--- src/rtl/aff7seg_pkg.sv ---
// Shared constants and helpers for the multiplexed hex 7-segment driver.
// Contents:
//   SEG_OFF / SEG_ALL : segment vectors in active-high form, index 0 = segment a
//   SEG_TABLE         : 16-entry nibble-to-segment table (active-high, a..g)
//   idx_width()       : digit pointer width for a given digit count
package aff7seg_pkg;

    localparam logic [0:6] SEG_OFF = 7'b0000000;
    localparam logic [0:6] SEG_ALL = 7'b1111111;

    localparam logic [0:6] SEG_TABLE [16] = '{
        7'b1111110,  // 0
        7'b0110000,  // 1
        7'b1101101,  // 2
        7'b1111001,  // 3
        7'b0110011,  // 4
        7'b1011011,  // 5
        7'b1011111,  // 6
        7'b1110000,  // 7
        7'b1111111,  // 8
        7'b1111011,  // 9
        7'b1110111,  // A
        7'b0011111,  // b
        7'b1001110,  // C
        7'b0111101,  // d
        7'b1001111,  // E
        7'b1000111   // F
    };

    // Width of the digit pointer; at least one bit even for a single digit.
    function automatic int unsigned idx_width(input int unsigned nb_digits);
        return (nb_digits > 1) ? $clog2(nb_digits) : 1;
    endfunction

endpackage

--- src/rtl/hex_to_7seg.sv ---
// Combinational nibble-to-segment decoder, active-high output.
// Ports:
//   nibble_i : hex digit value 0..F
//   seg_o    : segments a..g, seg_o[0] = a, '1' = lit
module hex_to_7seg
    import aff7seg_pkg::*;
(
    input  logic [3:0] nibble_i,
    output logic [0:6] seg_o
);

    assign seg_o = SEG_TABLE[nibble_i];

endmodule

--- src/rtl/aff7seg_hexa_mux.sv ---
// Time-multiplexed hexadecimal 7-segment driver for an N-digit display.
// A shadow register holds the nibbles; a prescaler divides each digit slot
// into CLK_DIV cycles, the first of which is dark to avoid ghosting.
// Optional build macro: LEADING_ZERO_BLANK_EN darkens leading zero digits
// (digit 0 is always shown).
// Ports:
//   Clk   : system clock, rising edge
//   nRst  : asynchronous active-low reset
//   Data  : packed nibbles, Data[3:0] is digit 0
//   Load  : copy Data into the shadow register at the clock edge
//   Blank : force all digits dark
//   Seg   : registered segments a..g (Seg[0] = a), polarity per SEG_POLARITY
//   An    : registered digit enables, An[i] = digit i, polarity per AN_POLARITY
module aff7seg_hexa_mux
    import aff7seg_pkg::*;
#(
    parameter int unsigned NB_DIGITS    = 4,
    parameter int unsigned CLK_DIV      = 50000,
    parameter int unsigned SEG_POLARITY = 1,
    parameter int unsigned AN_POLARITY  = 0
) (
    input  logic                     Clk,
    input  logic                     nRst,
    input  logic [4*NB_DIGITS-1:0]   Data,
    input  logic                     Load,
    input  logic                     Blank,
    output logic [0:6]               Seg,
    output logic [NB_DIGITS-1:0]     An
);

    localparam int unsigned IdxW = idx_width(NB_DIGITS);
    localparam int unsigned PreW = $clog2(CLK_DIV);

    localparam logic [PreW-1:0]      PreLast = PreW'(CLK_DIV - 1);
    localparam logic [IdxW-1:0]      IdxLast = IdxW'(NB_DIGITS - 1);
    localparam logic [0:6]           SegDark = (SEG_POLARITY != 0) ? SEG_OFF : ~SEG_OFF;
    localparam logic [NB_DIGITS-1:0] AnDark  = (AN_POLARITY != 0) ? '0 : '1;

    logic [PreW-1:0]          prescaler_q, prescaler_d;
    logic [IdxW-1:0]          index_q, index_d;
    logic [4*NB_DIGITS-1:0]   shadow_q, shadow_d;
    logic [0:6]               seg_q, seg_d;
    logic [NB_DIGITS-1:0]     an_q, an_d;

    logic [3:0]               nibble;
    logic [0:6]               seg_hi;
    logic [NB_DIGITS-1:0]     an_onehot;
    logic                     digit_on;

    hex_to_7seg u_dec (
        .nibble_i (nibble),
        .seg_o    (seg_hi)
    );

`ifdef LEADING_ZERO_BLANK_EN
    // zero_from[i] is set when nibbles NB_DIGITS-1..i are all zero.
    logic [NB_DIGITS-1:0] zero_from;

    always_comb begin
        logic all_zero;
        all_zero  = 1'b1;
        zero_from = '0;
        for (int i = int'(NB_DIGITS) - 1; i >= 0; i--) begin
            all_zero     = all_zero & (shadow_q[4*i +: 4] == 4'h0);
            zero_from[i] = all_zero;
        end
    end
`endif

    always_comb begin
        prescaler_d = (prescaler_q == PreLast) ? '0 : prescaler_q + 1'b1;

        index_d = index_q;
        if (prescaler_q == PreLast) begin
            index_d = (index_q == IdxLast) ? '0 : index_q + 1'b1;
        end

        shadow_d = Load ? Data : shadow_q;

        // Outputs are computed from pre-edge state, so a Load shows one cycle later.
        nibble = shadow_q[4*int'(index_q) +: 4];

        an_onehot          = '0;
        an_onehot[index_q] = 1'b1;

        // Prescaler value 0 is the dark guard cycle of each slot.
        digit_on = (prescaler_q != '0) && !Blank;
`ifdef LEADING_ZERO_BLANK_EN
        if (index_q != '0 && zero_from[index_q]) begin
            digit_on = 1'b0;
        end
`endif

        seg_d = digit_on ? seg_hi : SEG_OFF;
        if (SEG_POLARITY == 0) begin
            seg_d = ~seg_d;
        end

        an_d = digit_on ? an_onehot : '0;
        if (AN_POLARITY == 0) begin
            an_d = ~an_d;
        end
    end

    always_ff @(posedge Clk or negedge nRst) begin
        if (!nRst) begin
            prescaler_q <= '0;
            index_q     <= '0;
            shadow_q    <= '0;
            seg_q       <= SegDark;
            an_q        <= AnDark;
        end else begin
            prescaler_q <= prescaler_d;
            index_q     <= index_d;
            shadow_q    <= shadow_d;
            seg_q       <= seg_d;
            an_q        <= an_d;
        end
    end

    assign Seg = seg_q;
    assign An  = an_q;

endmodule

--- config.mk ---
export PLATFORM = sky130hd
export DESIGN_NAME = aff7seg_hexa_mux
export DESIGN_NICKNAME = d
export VERILOG_FILES = /design/src/rtl/aff7seg_pkg.sv /design/src/rtl/hex_to_7seg.sv /design/src/rtl/aff7seg_hexa_mux.sv
export SDC_FILE = /design/constraint.sdc
export NUM_CORES = 1
export LEC_CHECK = 0
export CORE_UTILIZATION = 38
export CTS_BUF_LIST = sky130_fd_sc_hd__clkbuf_8
export DETAILED_ROUTE_END_ITERATION = 16
export DONT_BUFFER_PORTS = 1
export GPL_TIMING_DRIVEN = 0
export PLACE_DENSITY_LB_ADDON = 0.25
export SLEW_MARGIN = 5
export SYNTH_ARGS = -nofsm -noshare
export SYNTH_HDL_FRONTEND = slang
export SYNTH_HIERARCHICAL = 1
export SYNTH_SLANG_ARGS = --single-unit
export TNS_END_PERCENT = 1
--- constraint.sdc ---
create_clock -name Clk -period 4.8 [get_ports Clk]
set_input_delay 0.96 -clock Clk [delete_from_list [all_inputs] [get_ports Clk]]
set_output_delay 0.96 -clock Clk [all_outputs]
set_load 0.005 [all_outputs]
==> results of run 1 <==
-- through the flow --
| step | hold WS [ps] | instances |
|---|---|---|
| global placement | 485.8 | 256 |
| global route | 326.3 | 264 |
| CTS | 344.4 | 264 |
| finish | 350.8 | 264 |
| detailed placement | 495.7 | 256 |
| floorplan | 475.2 | 184 |
-- critical path: cells and delay by family (launching register included) --
kind	cells	cell delay, ps
flip-flops	1	380
AND/OR/NAND/NOR	1	140
adder cells (fa/ha/maj)	1	270
multiplexers	2	1090
buffers and inverters	3	610
-- cell families (layout without fill, tap and decap cells) --
| kind of cell | count (synthesis) | after routing |
|---|---|---|
| AO/OA/AOI/OAI | 7 | 7 |
| XOR/XNOR | 14 | 14 |
| adder cells (fa/ha/maj) | 13 | 13 |
| buffers and inverters | 17 | 25 |
| flip-flops | 45 | 45 |
| multiplexers | 28 | 28 |
| AND/OR/NAND/NOR | 60 | 60 |
-- cell usage after synthesis --
| cell | count | area, um2 |
|---|---|---|
| nor4_2 | 1 | 12.51 |
| mux4_2 | 4 | 90.09 |
| a41oi_1 | 1 | 8.760 |
| buf_2 | 2 | 10.01 |
| nand3_1 | 6 | 30.03 |
| mux2i_1 | 2 | 20.02 |
| or2_1 | 1 | 6.260 |
| xor2_1 | 5 | 43.79 |
| nand2b_1 | 1 | 6.260 |
| nor4b_1 | 1 | 8.760 |
| nand3b_1 | 1 | 7.510 |
| o31a_2 | 1 | 10.01 |
| and3_1 | 2 | 12.51 |
| nor2b_1 | 2 | 12.51 |
| clkbuf_1 | 3 | 11.26 |
| xnor2_1 | 9 | 78.83 |
| or2b_1 | 1 | 7.510 |
| a31o_1 | 1 | 8.760 |
| o32a_1 | 1 | 10.01 |
| dfrtp_1 | 41 | 1026 |
| mux4_1 | 1 | 26.28 |
| nor4_1 | 3 | 18.77 |
| nor3_1 | 7 | 35.03 |
| nor2_1 | 12 | 45.04 |
| nand3_2 | 1 | 10.01 |
| buf_6 | 2 | 22.52 |
| mux2_4 | 1 | 15.01 |
| a21oi_1 | 3 | 15.01 |
| nand4_1 | 5 | 31.28 |
| and2_1 | 7 | 43.79 |
| and4_1 | 1 | 8.760 |
| dfstp_2 | 4 | 105.1 |
| inv_1 | 10 | 37.54 |
| ha_1 | 13 | 162.7 |
| nand2_1 | 8 | 30.03 |
| mux2_2 | 20 | 225.2 |
-- power breakdown --
group	internal, mW	total, mW	switching (mW)
Combinational	0.0408	0.0732	0.0323
Clock	0.168	0.291	0.124
Sequential	0.400	0.411	0.0107
Total	0.609	0.775	0.167
-- sequential cells by signal, indices dropped and copies added (netlist names) --
| signal | cells |
|---|---|
| An | 4 |
| Seg | 7 |
| index_q | 2 |
| prescaler_q | 16 |
| shadow_q | 16 |
-- worst paths after layout --
kind,from,end,cells past startpoint
max,index_q[0],Seg[3],7
min,nRst,prescaler_q[10],0
max reg2reg,index_q[0],Seg[3],7
min reg2reg,shadow_q[15],shadow_q[15],1
max in group asynchronous,nRst,An[1],0
min in group Clk,shadow_q[15],shadow_q[15],1
-- metal layers --
layer | vias up | track usage [%] | part of all wire, %
met4 | 0 | 5.636 | 1.9
met5 | - | 0 | 0
met3 | 8 | 4.368 | 6.5
met1 | 682 | 19.17 | 45
met2 | 55 | 23.71 | 47
li1 | 648 | - | -
-- final cells by class --
class / count / area, um2 / share of cell area [%]
buffer: 7 / 43.79 / 1.780
clock buffer: 6 / 82.58 / 3.357
clock inverter: 2 / 33.78 / 1.373
inverter: 10 / 37.54 / 1.526
multi-input combinational: 122 / 1041 / 42.32
sequential: 45 / 1131 / 45.98
tap: 72 / 90.09 / 3.662
==> flow_summary.ini, run 1 <==
[run_status]
status = finished, final reports clean

[synth]
synth-seq-cells = 45
synth_fp_nets = 217
muxShareOfSynthArea_pct = 16.71
ys_warn_count = 6
synthXorXnorAreaFrac_pct = 5.441
yosysSeqAreaShare_pct = 50.19
synth_compound_area_share_pct = 2.332
synth_simple_gate_area_share_pct = 14.49
synth_fa_ha_area_share_pct = 7.218
avgSynthCellArea_um2 = 12.25
synth_cell_types = 36
netlist_instances = 184
synth_top_family_by_area = multiplexers
syn_area_mm2 = 0.002253

[clock_tree]
cts_hold_buf = 0
cts_inserted_buffers = 5
htreeDepth = 2
cts.sinks = 45
root_buffer = clkbuf_8
cts_tree = yes
clock_latency_ps = 290
cts_resized = 0
cts_buffer_depth = 2
cts_setup_buffers = 0
clk_pin_slew_ps = 90

[setup_path]
critPathRequiredTime_ps = 4980
max_stage_delay_ps = 630
path_cells = clkbuf_1 -> mux4_2 -> inv_1 -> ha_1 -> inv_1 -> mux4_1 -> and2_1
reg2reg_slack_ps = 2190
critPathMostFrequentCell = inv_1
worstSetupStartpointType = flop
path_max_fanout = 7
cp_data_arrival_time_ps = 2790
critPathCaptureType = flop
critPathKind = flop to flop
slowest_stage = mux4_2

[sta]
max_slew_margin_pct = 67.85
final.period_utilization_pct = 54.34
setup_viol = 0
hold_violations = 0
period_needed_ps = 2608
slew_violations = 0
tightestPinTransition_ps = 482.3
tns_ps = 0
rsz0062_at_grt = false
max_clock_freq_mhz = 383.4
fin_skew_ps = 9.233
fin_ws_ps = 2192

[min_path]
min_path_type = input pin to async pin

[finish]
fillers = 546
num_antenna_cells = 0
layout_common_cells = dfrtp_1 (41), mux2_2 (20), ha_1 (13)
final_core_util_pct = 43.86
drive_gt1_share_pct = 22.40
areaGrowthSynthToFinish_pct = 9.162
num-nets-final = 224
final_common_cell = dfrtp_1
final_area_mm2 = 0.002460

[floorplan]
rows = 27
start_util_pct = 40.18
die_y_um = 79.01
pin_count = 31
die_area_mm2 = 0.006242
core_mm2 = 0.005608
dieWidth_um = 79.01

[power]
p_leak_nw = 1.046
total_power_mw = 0.7753
ir_drop_mv = 0.1573
power.density_mw_per_mm2 = 315.2

[run]
max-cap-violations = 0

[global_route]
grt_overflow = 0
grt_pass1_vias = 1488
grt_max_degree = 46
grt_pass1_wl_mm = 7.141
antenna_found_initial = 0
grt_usage_pct = 14.92

[route]
dr_total_vias = 1393
viasPerCell = 5.277
drtIter0Drc = 99
routed_wl_mm = 4.061
drc_errors = 0
drtPass1Iterations = 4
final_antenna_net_count = 0
wl_per_cell_um = 15.38

[placed_design]
gp_routability_congestion = 0.8992
dp_worst_setup_slack_ps = 2174
placed_area_mm2 = 0.002344
dp_hpwl_mm = 3.032
io_buffers = 0
Note: power is estimated with default switching activity, not from simulation.
==> run 2: changes to the inputs <==
==> constraint.sdc (replaced) <==
create_clock -name Clk -period 2.5 [get_ports Clk]
set_input_delay 0.5 -clock Clk [delete_from_list [all_inputs] [get_ports Clk]]
set_output_delay 0.5 -clock Clk [all_outputs]
set_load 0.005 [all_outputs]
==> flow_summary.ini, run 2 (synthesis results as in run 1) <==
[global_route]
grt_overflow = 0
met2_usage_pct = 24.14
busiest_layer = met2
met3_usage_pct = 4.368
groute.layer.met1.usage_pct = 19.17
grt_max_degree = 42
grt_pass1_vias = 1494
antenna_found_initial = 0
grt_pass1_wl_mm = 7.196
grt_usage_pct = 15.04

[sta]
hold_violations = 0
max_clock_freq_mhz = 432.9
final.period_utilization_pct = 92.40
tightestPinTransition_ps = 367.3
setup_viol = 0
fin_skew_ps = 8.519
slew_violations = 0
max_slew_margin_pct = 75.29
rsz0062_at_grt = false
period_needed_ps = 2310

[finish]
num_antenna_cells = 0
layout_common_cells = dfrtp_1 (40), mux2_2 (20), ha_1 (13)
multi_input_comb_area_mm2 = 0.001041
final_common_cell = dfrtp_1
stdcell_count = 264
num-nets-final = 224
ff_latch_area_mm2 = 0.001132
drive_gt1_share_pct = 23.44
fillers = 546
areaGrowthSynthToFinish_pct = 9.939

[route]
dr_total_vias = 1392
viasPerCell = 5.273
drc_errors = 0
wl_per_cell_um = 15.45
routed_wl_mm = 4.080
drtIter0Drc = 106
drtPass1Iterations = 4
final_antenna_net_count = 0

[setup_path]
critical_path.startpoint = index_q[0]
path_max_fanout = 9
r2r-start = index_q[0]
cp_data_arrival_time_ps = 2490
worstSetupStartpointType = flop
critPathKind = flop to flop
critPathCaptureType = flop
critPathRequiredTime_ps = 2680

[power]
p_leak_nw = 1.053
power_frac_seq_pct = 52.5
ir_drop_mv = 0.3002
p_comb_share_pct = 10.4
swShare_pct = 22.00
clkPwrFrac_pct = 37.1
total_power_mw = 1.502
p_sw_mw = 0.3305
p_int_mw = 1.172
power.density_mw_per_mm2 = 606.5

[floorplan]
die_y_um = 79.01
die_area_mm2 = 0.006242
rows = 27
core_mm2 = 0.005608
dieWidth_um = 79.01
pin_count = 31
start_util_pct = 40.18

[run]
max-cap-violations = 0

[placed_design]
io_buffers = 0
placed_cells = 256
gp_routability_congestion = 0.8992
dp_hpwl_mm = 3.032

[min_path]
min_path_type = input pin to async pin

[clock_tree]
clock_latency_ps = 290
clk_pin_slew_ps = 90
htreeDepth = 2
cts.sinks = 45
root_buffer = clkbuf_8
cts_buffer_depth = 2
cts_inserted_buffers = 5
cts_tree = yes

[run_status]
status = finished, final reports clean
==> run 2: per-layer routing <==
layer | routed length [um] | vias up
met2 | 1938 | 49
met1 | 1815 | 689
li1 | - | 646
met4 | 76 | 0
met5 | 0 | -
met3 | 250 | 8
==> run 2: worst paths after layout <==
check,to,slack (ps),cells past startpoint
worst min-delay path,An[3],40,0
min in group Clk,shadow_q[15],350,1
worst min register to register,shadow_q[15],510,1
worst max register to register,Seg[3],190,6
max in group asynchronous,shadow_q[1],2250,1
worst max-delay path,Seg[3],190,6
==> run 2: through the flow <==
step | setup WS, ps | util, % | setup TNS, ps | hold WS (ps) | instance area (um2)
floorplan | 150.0 | - | 0 | 204.4 | 2253
global placement | -77.54 | 41.79 | -77.54 | 205.6 | 2344
detailed placement | -125.6 | 41.79 | -125.6 | 206.0 | 2344
CTS | 42.93 | 44.15 | 0 | 30.10 | 2476
global route | 60.74 | 44.18 | 0 | 12.97 | 2477
finish | 190.0 | 44.18 | 0 | 36.49 | 2477
==> run 2: layout make-up <==
class                   count  share of cell area (%)
flip-flops and latches     45                   45.71
plain buffers               6                   1.616
multi-input cells         122                   42.02
clock inverters             2                   1.364
well taps                  72                   3.636
inverters                  10                   1.515
clock buffers               6                   3.333
repair buffers              1                  0.8081
==> run 2: critical path, stage by stage, from the launching register on <==
cell	delay, ps
dfrtp_2	520
mux4_2	600
inv_1	150
ha_1	270
inv_1	60
mux4_1	460
and2_1	140
==> run 2: power groups by stage <==
| stage | clock [mW] | combinational [mW] | sequential, mW |
|---|---|---|---|
| after floorplan | 0 | 0.117 | 0.796 |
| after global placement | 0 | 0.135 | 0.802 |
| after detailed placement | 0 | 0.140 | 0.804 |
| after CTS | 0.576 | 0.157 | 0.790 |
| after global routing | 0.618 | 0.176 | 0.794 |
| final | 0.558 | 0.156 | 0.789 |
==> run 2: repair_timing <==
item / CTS / global route
buffers inserted: 0 / 0
hold endpoints to repair: 41 / 0
setup endpoints to repair: 1 / 1
hold buffers: 1 / 0
gates resized for setup: 0 / 1
